File: config.mk
export PLATFORM = sky130hd
export DESIGN_NAME = multicycle_control_fsm
export DESIGN_NICKNAME = d
export VERILOG_FILES = /design/src/rtl/riscv_ctrl_pkg.sv /design/src/rtl/insn_class_decoder.sv /design/src/rtl/multicycle_control_fsm.sv
export SDC_FILE = /design/constraint.sdc
export NUM_CORES = 1
export LEC_CHECK = 0
export ABC_AREA = 1
export CAP_MARGIN = 20
export CORE_ASPECT_RATIO = 1.1
export CORE_MARGIN = 1
export CORE_UTILIZATION = 27
export DETAILED_ROUTE_END_ITERATION = 7
export PLACE_DENSITY = 0.76
export SLEW_MARGIN = 20
export SYNTH_ARGS = -nofsm -noshare
export SYNTH_HDL_FRONTEND = slang
export SYNTH_SLANG_ARGS = --single-unit
File: constraint.sdc
create_clock -name clk -period 1.2 [get_ports clk]
set_clock_uncertainty 0.05 [all_clocks]
set_input_delay 0.12 -clock clk [delete_from_list [all_inputs] [get_ports clk]]
set_output_delay 0.12 -clock clk [all_outputs]
set_load 0.02 [all_outputs]
File: src/rtl/riscv_ctrl_pkg.sv
// riscv_ctrl_pkg: shared definitions for the RV32I multi-cycle control sequencer.
// Holds the 3-bit state encoding, base opcode constants, the instruction class
// indices used by the decoder, and the writeback / next-PC select codes.
package riscv_ctrl_pkg;

  typedef enum logic [2:0] {
    FETCH     = 3'd0,
    DECODE    = 3'd1,
    EXECUTE   = 3'd2,
    MEM       = 3'd3,
    WRITEBACK = 3'd4,
    TRAP      = 3'd5
  } state_t;

  localparam logic [6:0] OPC_LUI    = 7'b0110111;
  localparam logic [6:0] OPC_AUIPC  = 7'b0010111;
  localparam logic [6:0] OPC_JAL    = 7'b1101111;
  localparam logic [6:0] OPC_JALR   = 7'b1100111;
  localparam logic [6:0] OPC_BRANCH = 7'b1100011;
  localparam logic [6:0] OPC_LOAD   = 7'b0000011;
  localparam logic [6:0] OPC_STORE  = 7'b0100011;
  localparam logic [6:0] OPC_OP_IMM = 7'b0010011;
  localparam logic [6:0] OPC_OP     = 7'b0110011;
  localparam logic [6:0] OPC_FENCE  = 7'b0001111;
  localparam logic [6:0] OPC_SYSTEM = 7'b1110011;

  // Bit positions inside the one-hot class vector.
  localparam int CL_LUI      = 0;
  localparam int CL_AUIPC    = 1;
  localparam int CL_JAL      = 2;
  localparam int CL_JALR     = 3;
  localparam int CL_BRANCH   = 4;
  localparam int CL_LOAD     = 5;
  localparam int CL_STORE    = 6;
  localparam int CL_OP_IMM   = 7;
  localparam int CL_OP       = 8;
  localparam int CL_FENCE    = 9;
  localparam int CL_SYSTEM   = 10;
  localparam int NUM_CLASSES = 11;

  typedef logic [NUM_CLASSES-1:0] class_vec_t;

  localparam logic [1:0] WB_ALU = 2'b00;
  localparam logic [1:0] WB_MEM = 2'b01;
  localparam logic [1:0] WB_PC4 = 2'b10;
  localparam logic [1:0] WB_IMM = 2'b11;

  localparam logic PC_PLUS4 = 1'b0;
  localparam logic PC_ALU   = 1'b1;

endpackage

File: src/rtl/insn_class_decoder.sv
// insn_class_decoder: purely combinational instruction classifier.
// Ports: insn (32-bit instruction) -> cls (one-hot class), illegal (no class
// matched), sub_sra (ALU subtract / arithmetic-shift / compare control).
module insn_class_decoder
  import riscv_ctrl_pkg::*;
(
  input  logic [31:0] insn,
  output class_vec_t  cls,
  output logic        illegal,
  output logic        sub_sra
);

  logic [6:0] opcode;
  logic [2:0] funct3;
  logic       slt_like;

  assign opcode = insn[6:0];
  assign funct3 = insn[14:12];

  always_comb begin
    cls = '0;
    case (opcode)
      OPC_LUI:    cls[CL_LUI]    = 1'b1;
      OPC_AUIPC:  cls[CL_AUIPC]  = 1'b1;
      OPC_JAL:    cls[CL_JAL]    = 1'b1;
      OPC_JALR:   cls[CL_JALR]   = 1'b1;
      OPC_BRANCH: cls[CL_BRANCH] = 1'b1;
      OPC_LOAD:   cls[CL_LOAD]   = 1'b1;
      OPC_STORE:  cls[CL_STORE]  = 1'b1;
      OPC_OP_IMM: cls[CL_OP_IMM] = 1'b1;
      OPC_OP:     cls[CL_OP]     = 1'b1;
      OPC_FENCE:  cls[CL_FENCE]  = 1'b1;
      OPC_SYSTEM: cls[CL_SYSTEM] = 1'b1;
      default:    cls            = '0;
    endcase
  end

  assign illegal = (cls == '0);

  // SLT/SLTU (and SLTI/SLTIU) need the subtractor for the compare.
  assign slt_like = (funct3 == 3'b010) || (funct3 == 3'b011);

  // On OP-IMM, bit 30 is immediate data except for the shift-right group,
  // so it only selects SRAI vs SRLI there.
  always_comb begin
    sub_sra = 1'b0;
    if (cls[CL_OP])
      sub_sra = insn[30] | slt_like;
    else if (cls[CL_OP_IMM])
      sub_sra = (funct3 == 3'b101) ? insn[30] : slt_like;
    else if (cls[CL_BRANCH])
      sub_sra = 1'b1;
  end

  logic unused_insn_bits;
  assign unused_insn_bits = ^{insn[31], insn[29:15], insn[11:7]};

endmodule

File: src/rtl/multicycle_control_fsm.sv
// multicycle_control_fsm: RV32I multi-cycle control sequencer
// (FETCH/DECODE/EXECUTE/MEM/WRITEBACK, TRAP on illegal opcode).
// Ports: clk, reset (sync, active-high); insn, mem_ready, branch_taken in;
// memory handshake, PC/IR/regfile enables, mux selects, sub_sra, halt, state_o out.
module multicycle_control_fsm
  import riscv_ctrl_pkg::*;
#(
  parameter state_t RESET_STATE = FETCH
) (
  input  logic        clk,
  input  logic        reset,
  input  logic [31:0] insn,
  input  logic        mem_ready,
  input  logic        branch_taken,
  output logic        mem_req,
  output logic        mem_we,
  output logic        mem_addr_sel,
  output logic        ir_load,
  output logic        pc_write,
  output logic        pc_sel,
  output logic        reg_write,
  output logic [1:0]  wb_sel,
  output logic        alu_a_sel,
  output logic        alu_b_sel,
  output logic        sub_sra,
  output logic        halt,
  output logic [2:0]  state_o
);

  state_t     state;
  state_t     next_state;
  logic       br_flag;
  class_vec_t cls;
  logic       illegal;
  logic       dec_sub_sra;

  insn_class_decoder u_dec (
    .insn    (insn),
    .cls     (cls),
    .illegal (illegal),
    .sub_sra (dec_sub_sra)
  );

  // The branch outcome is only meaningful in EXECUTE; freezing it here makes
  // later wiggles on branch_taken harmless for the WRITEBACK PC select.
  always_ff @(posedge clk) begin
    if (reset) begin
      state   <= RESET_STATE;
      br_flag <= 1'b0;
    end else begin
      state <= next_state;
      if (state == EXECUTE)
        br_flag <= branch_taken;
    end
  end

  always_comb begin
    next_state   = state;
    mem_req      = 1'b0;
    mem_we       = 1'b0;
    mem_addr_sel = 1'b0;
    ir_load      = 1'b0;
    pc_write     = 1'b0;
    pc_sel       = PC_PLUS4;
    reg_write    = 1'b0;
    wb_sel       = WB_ALU;
    alu_a_sel    = 1'b0;
    alu_b_sel    = 1'b0;
    sub_sra      = 1'b0;
    halt         = 1'b0;

    case (state)
      FETCH: begin
        mem_req = 1'b1;
        if (mem_ready) begin
          ir_load    = 1'b1;
          next_state = DECODE;
        end
      end
      DECODE: begin
        next_state = illegal ? TRAP : EXECUTE;
      end
      EXECUTE: begin
        // The datapath captures the ALU result at the end of this cycle,
        // so the operand selects only need to be valid here.
        alu_a_sel  = cls[CL_AUIPC] | cls[CL_JAL] | cls[CL_BRANCH];
        alu_b_sel  = ~cls[CL_OP];
        sub_sra    = dec_sub_sra;
        next_state = (cls[CL_LOAD] | cls[CL_STORE]) ? MEM : WRITEBACK;
      end
      MEM: begin
        mem_req      = 1'b1;
        mem_addr_sel = 1'b1;
        mem_we       = cls[CL_STORE];
        if (mem_ready)
          next_state = WRITEBACK;
      end
      WRITEBACK: begin
        pc_write  = 1'b1;
        reg_write = ~(cls[CL_STORE] | cls[CL_BRANCH] | cls[CL_FENCE] | cls[CL_SYSTEM]);
        if (cls[CL_LUI])
          wb_sel = WB_IMM;
        else if (cls[CL_JAL] | cls[CL_JALR])
          wb_sel = WB_PC4;
        else if (cls[CL_LOAD])
          wb_sel = WB_MEM;
        if (cls[CL_JAL] | cls[CL_JALR] | (cls[CL_BRANCH] & br_flag))
          pc_sel = PC_ALU;
        next_state = FETCH;
      end
      TRAP: begin
        halt = 1'b1;
      end
      default: begin
        // Unused encodings are treated as a fault and parked in TRAP.
        next_state = TRAP;
      end
    endcase

    // Reset wins over everything: no request, no architectural write and no
    // halt while it is held, independent of the state being left.
    if (reset) begin
      mem_req      = 1'b0;
      mem_we       = 1'b0;
      mem_addr_sel = 1'b0;
      ir_load      = 1'b0;
      pc_write     = 1'b0;
      pc_sel       = PC_PLUS4;
      reg_write    = 1'b0;
      wb_sel       = WB_ALU;
      alu_a_sel    = 1'b0;
      alu_b_sel    = 1'b0;
      sub_sra      = 1'b0;
      halt         = 1'b0;
    end
  end

  assign state_o = state;

endmodule

==> metrics.md <==
| Metric | Value |
|---|---|
| Status | finished with violations |
| Post-Syn Nets | 149 |
| Setup crit start | state_o[1]$_SDFFE_PP0P_ |
| Starting Density | 0.286 |
| FF+latch count, synth | 4 |
| Synth warn | 0 |
| Crit path launch type | flop |
| FF-to-FF End | state_o[0]$_SDFFE_PP0P_ |
| VDD IR max | ~640 uV |
| Compound-cell area share of the yosys netlist | 0.142 |
| Worst-skew pair later-pin latency | 0.23 ns |
| Antenna violations before repair | 0 |
| Critical R2R Launch | state_o[1]$_SDFFE_PP0P_ |
| Final HPWL DP | 1500 um |
| Failing checks | setup timing |
| Flop2flop setup slack | -0.08 ns |
| Die area | 0.00231 mm^2 |
| I/O pin count | 52 |
| Post-DP Area | around 0.0011 mm^2 |
| DRT Pass-1 Iters | 4 |
| Simple-Gate Fraction of Synth Area | 0.571 |
| Synth-to-layout area growth | 132% |
| Remaining DRCs | 0 |
| Critical path peak fanout | 4 |
| Clock-pin slew reported for the worst setup and hold paths after clock tree synthesis | approximately 0.040 ns |
| Core region area | 0.00200 mm^2 |
| H-tree depth | 1 |
| Max-cap violations | 0 |
| Endpoints failing hold | 0 |
| Initial DRC Count | 20 |
| Die X | ~46 um |
| Minimum clock period | approximately 1.6 ns |
| Cell count after placement | 192 |
| Adder-cell share of the synthesized area | 0 |
| Slew at the pin closest to its max-slew limit | 0.218 ns |
| Fin util | 0.663 |
| Layout cell share with drive strength beyond 1 | 0.621 |
| Type of the tightest min-delay check | primary input to flop |
| Vias in the first global route | about 800 |
| Routed WL per cell | 12.5 um |
| Mux share of post-synthesis cell area | 0 |
| Design Area, Final | 0.00133 mm^2 |
| Period utilisation layout | 1.31 |
| Setup crit end | reg_write |
| TritonCTS buffer count | 3 |
| Largest family of logic cells by synthesized area | simple AND/OR/NAND/NOR gates |
| First-pass GRT wire length | roughly 3100 um |
| Crit path kind | flop to output pin |
| DR vias | 940 |
| Vias per cell | roughly 4.7 |
| Final setup vio count | 16 |
| CTS sink cnt | 4 |
| RSZ-0062 raised after global routing | true |
| R2r worst-path depth | 9 |
| CTS tree | built |
| Req. time, crit path | 1.03 ns |
| Final GP Congestion | 0.863 |
| # rows | 17 |
| Number of port buffers | 30 |
| Seq/Total Area, Yosys | 0.140 |
| Die height | 50.3 um |
| Library cells used by synthesis | 21 |
| Final slew viol count | 0 |
| Antenna cell count | 0 |
| Clk buf depth | 2 |
| Syn Inst Count | 113 |
| Antenna viol nets, final | 0 |
| Power Dens Cells | 637 mW/mm^2 |
| Total GRT Usage | 0.176 |
| Avg Cell Area, Syn | between 5 and 6 um^2 |
| Max Clock Freq | 0.638 GHz |
| Final nets | ~210 |
| Grt ovf | 0 |
| Drt total wl | 2530 um |
| XOR/XNOR share of the synthesized area | 0 |
| Root Buffer Master | clkbuf_4 |
| Setup crit end kind | output pin |
| Relative slew slack | 0.854 |
| Leakage dissipation | around 0.63 nW |
| Final WS setup | -0.367 ns |
| CP arrival | 1.40 ns |
| Mapped Area | 572 um^2 |
| Finished Layout Cells | 202 |
| Largest net degree at the start of global routing | 8 |
how the worst min path moves through the flow:
| stage | startpoint | depth (start not counted) | slack, ns | end |
|---|---|---|---|---|
| floorplan | branch_taken | 2 | 0.20 | br_flag$_SDFFE_PP0N_ |
| global placement | br_flag$_SDFFE_PP0N_ | 2 | 0.46 | br_flag$_SDFFE_PP0N_ |
| detailed placement | br_flag$_SDFFE_PP0N_ | 2 | 0.46 | br_flag$_SDFFE_PP0N_ |
| CTS | branch_taken | 3 | 0.43 | br_flag$_SDFFE_PP0N_ |
| global route | branch_taken | 3 | 0.46 | br_flag$_SDFFE_PP0N_ |
| finish | branch_taken | 3 | 0.44 | br_flag$_SDFFE_PP0N_ |
cells by family after synthesis:
group                  after synthesis
DFF                                  4
and+or+nand+nor                     72
buffers and inverters               22
AOI/OAI and AO/OA                   15
per-stage QoR:
stage	hold WS (ns)	setup TNS [ns]	setup WS [ns]	total power, mW
finish	0.436	-3.61	-0.367	0.845
global route	0.463	-4.65	-0.440	0.895
CTS	0.429	-3.33	-0.321	0.734
detailed placement	0.457	-10.35	-0.852	0.549
global placement	0.459	-10.04	-0.816	0.543
floorplan	0.204	-0.180	-0.104	0.339
routing by layer:
| layer | global-route usage | routed length (um) | up-vias |
|---|---|---|---|
| met4 | 0.0294 | 0 | 0 |
| li1 | - | - | 477 |
| met2 | 0.298 | 1320 | 27 |
| met1 | 0.241 | 1100 | 436 |
| met5 | 0 | 0 | - |
| met3 | 0.0108 | 108 | 0 |
Yosys cell counts, drive strengths merged:
cell / count / area [um^2]
nor2: 26 / 113
a21oi: 8 / 40.0
o21ai: 5 / 25.0
nor4: 1 / 6.26
or2: 1 / 6.26
nand4: 2 / 12.5
nor3: 5 / 30.0
nand3: 8 / 45.0
o2111ai: 1 / 8.76
o31ai: 1 / 7.51
nand2: 29 / 114
dfxtp: 4 / 80.1
buf: 1 / 5.00
inv: 21 / 78.8
state kept, by name, summed over array words and instances (netlist names):
| signal | cells |
|---|---|
| br_flag | 1 |
| state_o | 3 |
cells in the final DEF, fill, tap and decap left out, types with 2 or more instances in the layout:
cell type	count
clkbuf_4	3
clkdlybuf4s15_1	4
clkdlybuf4s50_1	7
nand3_1	4
buf_6	11
nand4_1	2
nor2_2	11
nand2_4	2
a21oi_2	5
nor2_4	7
nand2_1	21
nand2_2	6
nand3_4	2
clkbuf_2	5
nor2_1	8
buf_2	3
nand3_2	2
dfxtp_4	3
a21oi_1	2
inv_2	10
nor3_2	4
inv_1	10
buf_4	28
o21ai_0	4
power by group:
group	switching [mW]	internal, mW	leakage, nW
sequential	0.0180	0.149	0.0347
clock	0.0528	0.125	0.0150
combinational	0.270	0.230	0.584
total	0.341	0.504	0.634
timing repair:
action                                  4_1_cts  5_1_grt
hold buffers                                  0        0
endpoints found under the setup margin       19       17
gates resized for setup                     100       47
pin swaps                                     9       18
buffers inserted                              1        5
cell type report:
cell class / count / area, um^2
Timing Repair Buffer: 58 / 484
Clock buffer: 4 / 26.3
Multi-Input combinational cell: 87 / 608
Fill cell: 178 / 673
Inverter: 21 / 81.3
Sequential cell: 4 / 91.3
Tap cell: 28 / 35.0
critical path: stages (launching register included):
cell and delay (ns):
dfxtp_4 0.35, inv_4 0.09, nand2_4 0.07, nor2_4 0.11, nand2_2 0.07, nor2_2 0.10, o21ai_2 0.06, nor3_2 0.15
buf_4 0.16
(Power assumes the default switching activity.)
